[config.mk]
export PLATFORM = sky130hd
export DESIGN_NAME = pipe_ir_sequencer
export DESIGN_NICKNAME = d
export VERILOG_FILES = /design/src/rtl/pipe_ir_sequencer.sv
export SDC_FILE = /design/constraint.sdc
export NUM_CORES = 1
export LEC_CHECK = 0
export ABC_AREA = 1
export ABC_CLOCK_PERIOD_IN_PS = 1200
export CAP_MARGIN = 0
export CORE_MARGIN = 2
export CORE_UTILIZATION = 55
export CTS_CLUSTER_SIZE = 12
export DETAILED_ROUTE_END_ITERATION = 12
export DONT_BUFFER_PORTS = 1
export PLACE_DENSITY = 0.75
export SETUP_SLACK_MARGIN = 0.05
export SKIP_LAST_GASP = 1
export SYNTH_ARGS = -nofsm -noshare
export SYNTH_HDL_FRONTEND = slang
export SYNTH_SLANG_ARGS = --single-unit
[constraint.sdc]
create_clock -name clock -period 1.2 [get_ports clock]
set_input_delay 0.12 -clock clock [delete_from_list [all_inputs] [get_ports clock]]
set_output_delay 0.12 -clock clock [all_outputs]
set_load 0.01 [all_outputs]
[src/rtl/pipe_ir_sequencer.sv]
// Pipeline IR / CDEC flag / PC sequencer for the 5-stage core, with the IJMP refill FSM.
// Optional perf counters (retired, stalls, flushes) are built when PIPE_SEQ_PERF_EN is defined.
module pipe_ir_sequencer #(
  parameter logic [31:0] RESET_PC = 32'h0000_0000,
  parameter logic [31:0] NOOP     = 32'h0000_0020,
  parameter logic [5:0]  CDEC_OP  = 6'b110000
) (
  input  logic        clock,
  input  logic        reset,
  input  logic [31:0] imem_data,
  input  logic        stall,
  input  logic        ijmpMem,
  input  logic [31:0] ijmp_target,
  input  logic        cdec_flag_ex,
  output logic [31:0] pc,
  output logic [31:0] IFIDIR,
  output logic [31:0] IDEXIR,
  output logic [31:0] EXMEMIR,
  output logic [31:0] MEMWBIR,
  output logic        EXMEMFlagOut,
  output logic        MEMWBFlagOut,
  output logic        refilling
`ifdef PIPE_SEQ_PERF_EN
  ,
  output logic [31:0] perf_retired,
  output logic [31:0] perf_stalls,
  output logic [31:0] perf_flushes
`endif
);

  typedef enum logic {RUN, REFILL} state_t;

  state_t      state_q, state_d;
  logic [1:0]  fillCnt_q, fillCnt_d;
  logic [31:0] pc_q, pc_d;
  logic [31:0] ifid_q, ifid_d;
  logic [31:0] idex_q, idex_d;
  logic [31:0] exmem_q, exmem_d;
  logic [31:0] memwb_q, memwb_d;
  logic        exFlag_q, exFlag_d;
  logic        wbFlag_q, wbFlag_d;

  // Redirect beats stall; a stall freezes fetch/decode and bubbles IDEX only.
  always_comb begin
    pc_d     = pc_q + 32'd4;
    ifid_d   = imem_data;
    idex_d   = ifid_q;
    exmem_d  = idex_q;
    memwb_d  = exmem_q;
    exFlag_d = (idex_q[31:26] == CDEC_OP) && cdec_flag_ex;
    wbFlag_d = exFlag_q;
    if (ijmpMem) begin
      pc_d     = ijmp_target & ~32'd3;
      ifid_d   = NOOP;
      idex_d   = NOOP;
      exmem_d  = NOOP;
      exFlag_d = 1'b0;
    end else if (stall) begin
      pc_d   = pc_q;
      ifid_d = ifid_q;
      idex_d = NOOP;
    end
  end

  always_ff @(posedge clock) begin
    if (reset) begin
      pc_q     <= RESET_PC;
      ifid_q   <= NOOP;
      idex_q   <= NOOP;
      exmem_q  <= NOOP;
      memwb_q  <= NOOP;
      exFlag_q <= 1'b0;
      wbFlag_q <= 1'b0;
    end else begin
      pc_q     <= pc_d;
      ifid_q   <= ifid_d;
      idex_q   <= idex_d;
      exmem_q  <= exmem_d;
      memwb_q  <= memwb_d;
      exFlag_q <= exFlag_d;
      wbFlag_q <= wbFlag_d;
    end
  end

  always_ff @(posedge clock) begin
    if (reset) begin
      state_q   <= RUN;
      fillCnt_q <= 2'd0;
    end else begin
      state_q   <= state_d;
      fillCnt_q <= fillCnt_d;
    end
  end

  // The refill window only counts down on cycles that actually advance.
  always_comb begin
    state_d   = state_q;
    fillCnt_d = fillCnt_q;
    case (state_q)
      RUN: begin
        if (ijmpMem) begin
          state_d   = REFILL;
          fillCnt_d = 2'd3;
        end
      end
      REFILL: begin
        if (ijmpMem) begin
          fillCnt_d = 2'd3;
        end else if (!stall) begin
          fillCnt_d = fillCnt_q - 2'd1;
          if (fillCnt_q == 2'd1) begin
            state_d = RUN;
          end
        end
      end
      default: begin
        state_d   = RUN;
        fillCnt_d = 2'd0;
      end
    endcase
  end

  always_comb begin
    refilling = (state_q == REFILL);
  end

  assign pc           = pc_q;
  assign IFIDIR       = ifid_q;
  assign IDEXIR       = idex_q;
  assign EXMEMIR      = exmem_q;
  assign MEMWBIR      = memwb_q;
  assign EXMEMFlagOut = exFlag_q;
  assign MEMWBFlagOut = wbFlag_q;

`ifdef PIPE_SEQ_PERF_EN
  logic [31:0] retired_q, stalls_q, flushes_q;

  always_ff @(posedge clock) begin
    if (reset) begin
      retired_q <= 32'd0;
      stalls_q  <= 32'd0;
      flushes_q <= 32'd0;
    end else begin
      if (memwb_q != NOOP) retired_q <= retired_q + 32'd1;
      if (stall && !ijmpMem) stalls_q <= stalls_q + 32'd1;
      if (ijmpMem) flushes_q <= flushes_q + 32'd1;
    end
  end

  assign perf_retired = retired_q;
  assign perf_stalls  = stalls_q;
  assign perf_flushes = flushes_q;
`endif

endmodule

==> impl_metrics.csv, run 1 <==
group,metric,value,unit
outcome,status,"complete, but fails checks",
outcome,violations,"negative hold slack, negative setup slack",
detailed_routing,ant_nets,0,
setup_path,reg2reg_depth,9,
clock_tree,clockRootBuffer,"clkbuf_8",
grt,antenna_found_initial,0,
setup_path,cp_max_fo,7,
clock_tree,clockBufferDepth,2,
setup_path,cp.arrival,1.89,ns
timing,hold_viol,32,
die,rows,38,
clock_tree,htreeDepth,4,
yosys,ys_warn_count,0,
clock_tree,clock_latency,0.53,ns
grt,grt_pass1_vias,5304,
pwr,power,12.4,mW
clock_tree,cts_tree,"built",
cells_and_area,stdcell_count,1075,
detailed_routing,wirelength,18.8,mm
cells_and_area,fillers,720,
die,die_width,109,um
timing,fin_ws,-0.276,ns
placement,dp_cells,966,
cells_and_area,n_antenna_cell,0,
timing,setup_tns,-5.00,ns
setup_path,worst-endpoint-required,1.61,ns
setup_path,crit_type,"reg2reg",
yosys,avgSynthCellArea,7.50,um2
cells_and_area,multi_input_area,2220,um2
hold_path,hold_depth,1,
yosys,synth_cells,801,
timing,final.setup_skew,0.00909,ns
cells_and_area,stdcell_area,8300,um2
placement,gp_congestion,0.890,
yosys,postSynth.asyncResetShare,0,
yosys,syn_area,6010,um2
setup_path,worstSetupEndpointType,"register",
hold_path,hold_path_class,"in2reg",
yosys,synthTopCellsByArea,"dfxtp_1, inv_1, nor2_1",
yosys,ys_seq_elements,163,
pwr,leakage,3.36,nW
yosys,ys_types,26,
detailed_routing,drt_iter0_drc,383,
grt,grt_overflow,0,
die,die-area,11800,um2
clock_tree,path_clk_slew,0.07,ns
flow_run,maxCapViolCount,0,
yosys,synth_top_area_frac,0.543,
yosys,synth_commonest_cells,"dfxtp_1, inv_1, nor2_1",
cells_and_area,drive_gt1_frac,0.214,
timing,period_share,1.23,
timing,holdWs,-0.326,ns
pwr,power.density,1500,nW/um2
timing,rsz0062_at_grt,"true",
yosys,synth_edf_count,0,
timing,relSlewSlack,0.613,
timing,period_minus_slack,1.48,ns
cells_and_area,seq_area,3360,um2
grt,grt_max_degree,68,
yosys,synth_ff_type,"dfxtp_1",
grt,grt_pass1_wl,25.5,mm
detailed_routing,wl_per_cell,17.5,um
timing,setup_viol,31,
yosys,synth.most_common_cell,"dfxtp_1",
die,core_area,10700,um2
placement,dp_hpwl,11.2,mm
yosys,synth_top_area_cell,"dfxtp_1",
placement,post_dp_cell_area,6590,um2
detailed_routing,vias_per_cell,5.35,
detailed_routing,dr_total_vias,5747,
cells_and_area,nets,993,
cells_and_area,syn_to_final_growth,38.1,%
setup_path,cp-start-kind,"register",
pwr,vdd_drop_max,1.31,mV
yosys,ys_seq_area_frac,0.543,
grt,grt_usage,0.283,
timing,maxSlewViolCount,0,
timing,max_freq,678,MHz
clock_tree,cts.sinks,163,
timing,worstMarginPinSlew,0.580,ns
die,initial_core_util,0.559,
placement,port_buffers,0,
detailed_routing,first_pass_iters,7,
die,ios,232,
clock_tree,numCtsBuffers,17,
die,die_y,109,um
detailed_routing,drc,0,
-- path summary, 6_finish.rpt --
path	from	to	slack (ns)
worst max-delay path	pc[3]	pc[11]	-0.28
worst min-delay path	stall	IFIDIR[25]	-0.33
worst max register to register	pc[3]	pc[11]	-0.28
worst min register to register	EXMEMIR[25]	MEMWBIR[25]	0.46
-- routing by layer --
| layer | global-route usage | share of wire | routed length, um |
|---|---|---|---|
| met1 | 0.300 | 0.35 | 6660 |
| met2 | 0.484 | 0.50 | 9380 |
| met3 | 0.118 | 0.099 | 1860 |
| met4 | 0.143 | 0.047 | 884 |
| met5 | 0 | 0 | 0 |
-- sequential cells by signal (all words and copies together) (netlist names) --
register	flops
fillCnt_q	2
refilling	1
pc	30
EXMEMIR	32
MEMWBIR	32
IFIDIR	32
EXMEMFlagOut	1
IDEXIR	32
MEMWBFlagOut	1
-- kinds of logic (layout without fill, tap and decap cells) --
logic type	after synthesis	count (layout)	share of synthesized area
and+or+nand+nor	309	309	0.212
buffers and inverters	189	322	0.122
DFF	163	163	0.543
AOI/OAI and AO/OA	132	132	0.111
xor gates and xnor gates	5	5	0.00729
adders and majority gates	2	2	0.00416
other	1	2	0.000624
-- area by class of cell --
class,count,area share
tap,140,0.0211
clock buffer,20,0.0537
clock inverter,12,0.0231
multi-input combinational,450,0.268
inverter,157,0.0713
sequential,163,0.405
timing repair buffer,133,0.158
-- power breakdown --
group	internal, mW	total, mW	leakage, nW	switching, mW
Sequential	5.53	5.70	1.35	0.161
Clock	3.54	5.80	0.310	2.26
Combinational	0.424	0.923	1.70	0.499
-- placed cells by master, fill, tap and decap left out, drive strengths merged, types with 3 or more instances in the layout --
master / n
nand2: 128
xnor2: 3
bufinv: 4
a31oi: 4
a21oi: 58
clkbuf: 20
nand3: 35
inv: 162
buf: 69
o21ai: 70
dfxtp: 163
dlygate4sd3: 63
nor2: 139
-- through the flow --
step | setup WS (ns) | utilization
floorplan | -0.0808 | -
global placement | -0.130 | 0.613
detailed placement | -0.182 | 0.613
CTS | -0.145 | 0.727
global route | -0.332 | 0.772
finish | -0.276 | 0.772
-- repair_timing --
item,CTS,global route
setup endpoints to repair,53,75
hold buffers,42,27
gates cloned,0,0
endpoints found under the hold margin,113,75
setup buffers,5,11
gates resized for setup,40,69
pin swaps,6,18
-- worst max-delay path, cell delays in order, from the launching register on --
cell and delay, ns:
dfxtp_4 0.37, buf_6 0.11, inv_4 0.04, nor2_4 0.19
nand2_4 0.14, nor2_4 0.17, buf_4 0.14, nand2_2 0.04
nand3_1 0.09, a21oi_1 0.07
No activity file was read; power rests on OpenSTA's default activity.
==> inputs of run 2 (changes only) <==
- CTS_CLUSTER_SIZE: 12 -> 40
- RECOVER_POWER: not set -> 50
==> impl_metrics.csv, run 2 (synthesized netlist as in run 1, its figures left out) <==
group,metric,value,unit
placement,port_buffers,0,
setup_path,crit_type,"reg2reg",
die,initial_core_util,0.559,
pwr,vdd_drop_max,1.31,mV
clock_tree,clock_latency,0.53,ns
detailed_routing,wl_per_cell,17.4,um
setup_path,worstReg2RegStart,"pc[3]",
pwr,switching_share,0.235,
timing,period_minus_slack,1.48,ns
die,die_y,109,um
clock_tree,cts.sinks,163,
timing,max_freq,678,MHz
clock_tree,numCtsBuffers,17,
cells_and_area,multi_input_area,2220,um2
placement,dp_slack,-0.182,ns
pwr,power,12.4,mW
outcome,violations,"negative hold slack, negative setup slack",
die,ios,232,
hold_path,hold_path_class,"in2reg",
placement,post_dp_cell_area,6590,um2
pwr,leakage,3.34,nW
clock_tree,path_clk_slew,0.07,ns
setup_path,cp.arrival,1.89,ns
outcome,status,"complete, but fails checks",
detailed_routing,first_pass_iters,7,
pwr,power.density,1500,nW/um2
grt,grt_max_degree,68,
cells_and_area,stdcell_area,8260,um2
timing,hold_viol,32,
placement,dp_hpwl,11.2,mm
die,core_area,10700,um2
grt,antenna_found_initial,0,
grt,grt_overflow,0,
cells_and_area,final_cell_mix,"inv_1, dfxtp_1, nor2_1",
cells_and_area,n_antenna_cell,0,
cells_and_area,final_common_cell,"inv_1",
die,rows,38,
cells_and_area,seq_area,3340,um2
grt,grt_pass1_wl,25.5,mm
cells_and_area,post-route-util,0.769,
timing,period_share,1.23,
setup_path,worstSetupEndpointType,"register",
flow_run,maxCapViolCount,0,
cells_and_area,nets,993,
detailed_routing,vias_per_cell,5.35,
timing,worstMarginPinSlew,0.569,ns
setup_path,startpoint,"pc[3]",
timing,final.setup_skew,0.00898,ns
cells_and_area,syn_to_final_growth,37.5,%
detailed_routing,ant_nets,0,
die,die_width,109,um
timing,fin_ws,-0.275,ns
detailed_routing,drt_iter0_drc,385,
clock_tree,clockRootBuffer,"clkbuf_8",
hold_path,hp-start,"stall",
timing,relSlewSlack,0.620,
cells_and_area,drive_gt1_frac,0.195,
setup_path,cp-start-kind,"register",
clock_tree,htreeDepth,4,
pwr,p_sw,2.92,mW
placement,dp_cells,966,
detailed_routing,drc,0,
pwr,p_comb_frac,0.074,
pwr,seq_power_share,0.459,
placement,gp_congestion,0.890,
pwr,internal_power,9.50,mW
detailed_routing,dr_total_vias,5752,
setup_path,cp_max_fo,7,
timing,setup_tns,-6.26,ns
timing,rsz0062_at_grt,"true",
die,die-area,11800,um2
timing,holdWs,-0.328,ns
clock_tree,cts_tree,"built",
grt,grt_pass1_vias,5304,
detailed_routing,wirelength,18.7,mm
pwr,p_clk_frac,0.467,
cells_and_area,stdcell_count,1075,
setup_path,worst-endpoint-required,1.61,ns
cells_and_area,fillers,734,
timing,maxSlewViolCount,0,
clock_tree,clockBufferDepth,2,
grt,grt_usage,0.283,
timing,setup_viol,43,
-- run 2: final timing paths --
path         depth (start not counted)  slack, ns     endpoint
min                                  1      -0.33   IFIDIR[25]
max reg2reg                          9      -0.28       pc[11]
min reg2reg                          2       0.47  MEMWBIR[25]
max                                  9      -0.28       pc[11]
-- run 2: metal layers --
| layer | global-route usage | up-vias | share of wire |
|---|---|---|---|
| li1 | - | 2671 | - |
| met1 | 0.300 | 2653 | 0.35 |
| met2 | 0.484 | 338 | 0.50 |
| met3 | 0.118 | 90 | 0.098 |
| met4 | 0.143 | 0 | 0.048 |
| met5 | 0 | - | 0 |
-- run 2: power by group through the flow --
stage	Sequential, mW	Clock, mW	Combinational (mW)
4_1_cts	5.69	5.85	0.727
3_5_place_dp	5.81	0	0.604
5_1_grt	5.71	6.09	0.995
3_3_place_gp	5.80	0	0.580
6_report	5.70	5.80	0.916
2_1_floorplan	5.82	0	0.395
-- run 2: area by class of cell --
cell class / instances / share of cell area
Sequential cell: 163 / 0.404
Clock buffer: 20 / 0.0539
Timing Repair Buffer: 133 / 0.158
Clock inverter: 12 / 0.0232
Inverter: 157 / 0.0716
Tap cell: 140 / 0.0212
Multi-Input combinational cell: 450 / 0.269
-- run 2: what timing repair did --
item | 4_1_cts | 5_1_grt
hold endpoints to repair | 113 | 75
endpoints found under the setup margin | 53 | 75
resized for setup | 40 | 69
pin swaps | 6 | 18
hold buffers | 42 | 27
setup buffers | 5 | 11
-- run 2: critical path: stages (launching register included) --
cell	delay, ns
dfxtp_4	0.37
buf_6	0.11
inv_4	0.04
nor2_4	0.19
nand2_4	0.14
nor2_4	0.17
buf_4	0.14
nand2_2	0.04
nand3_1	0.09
a21oi_1	0.07
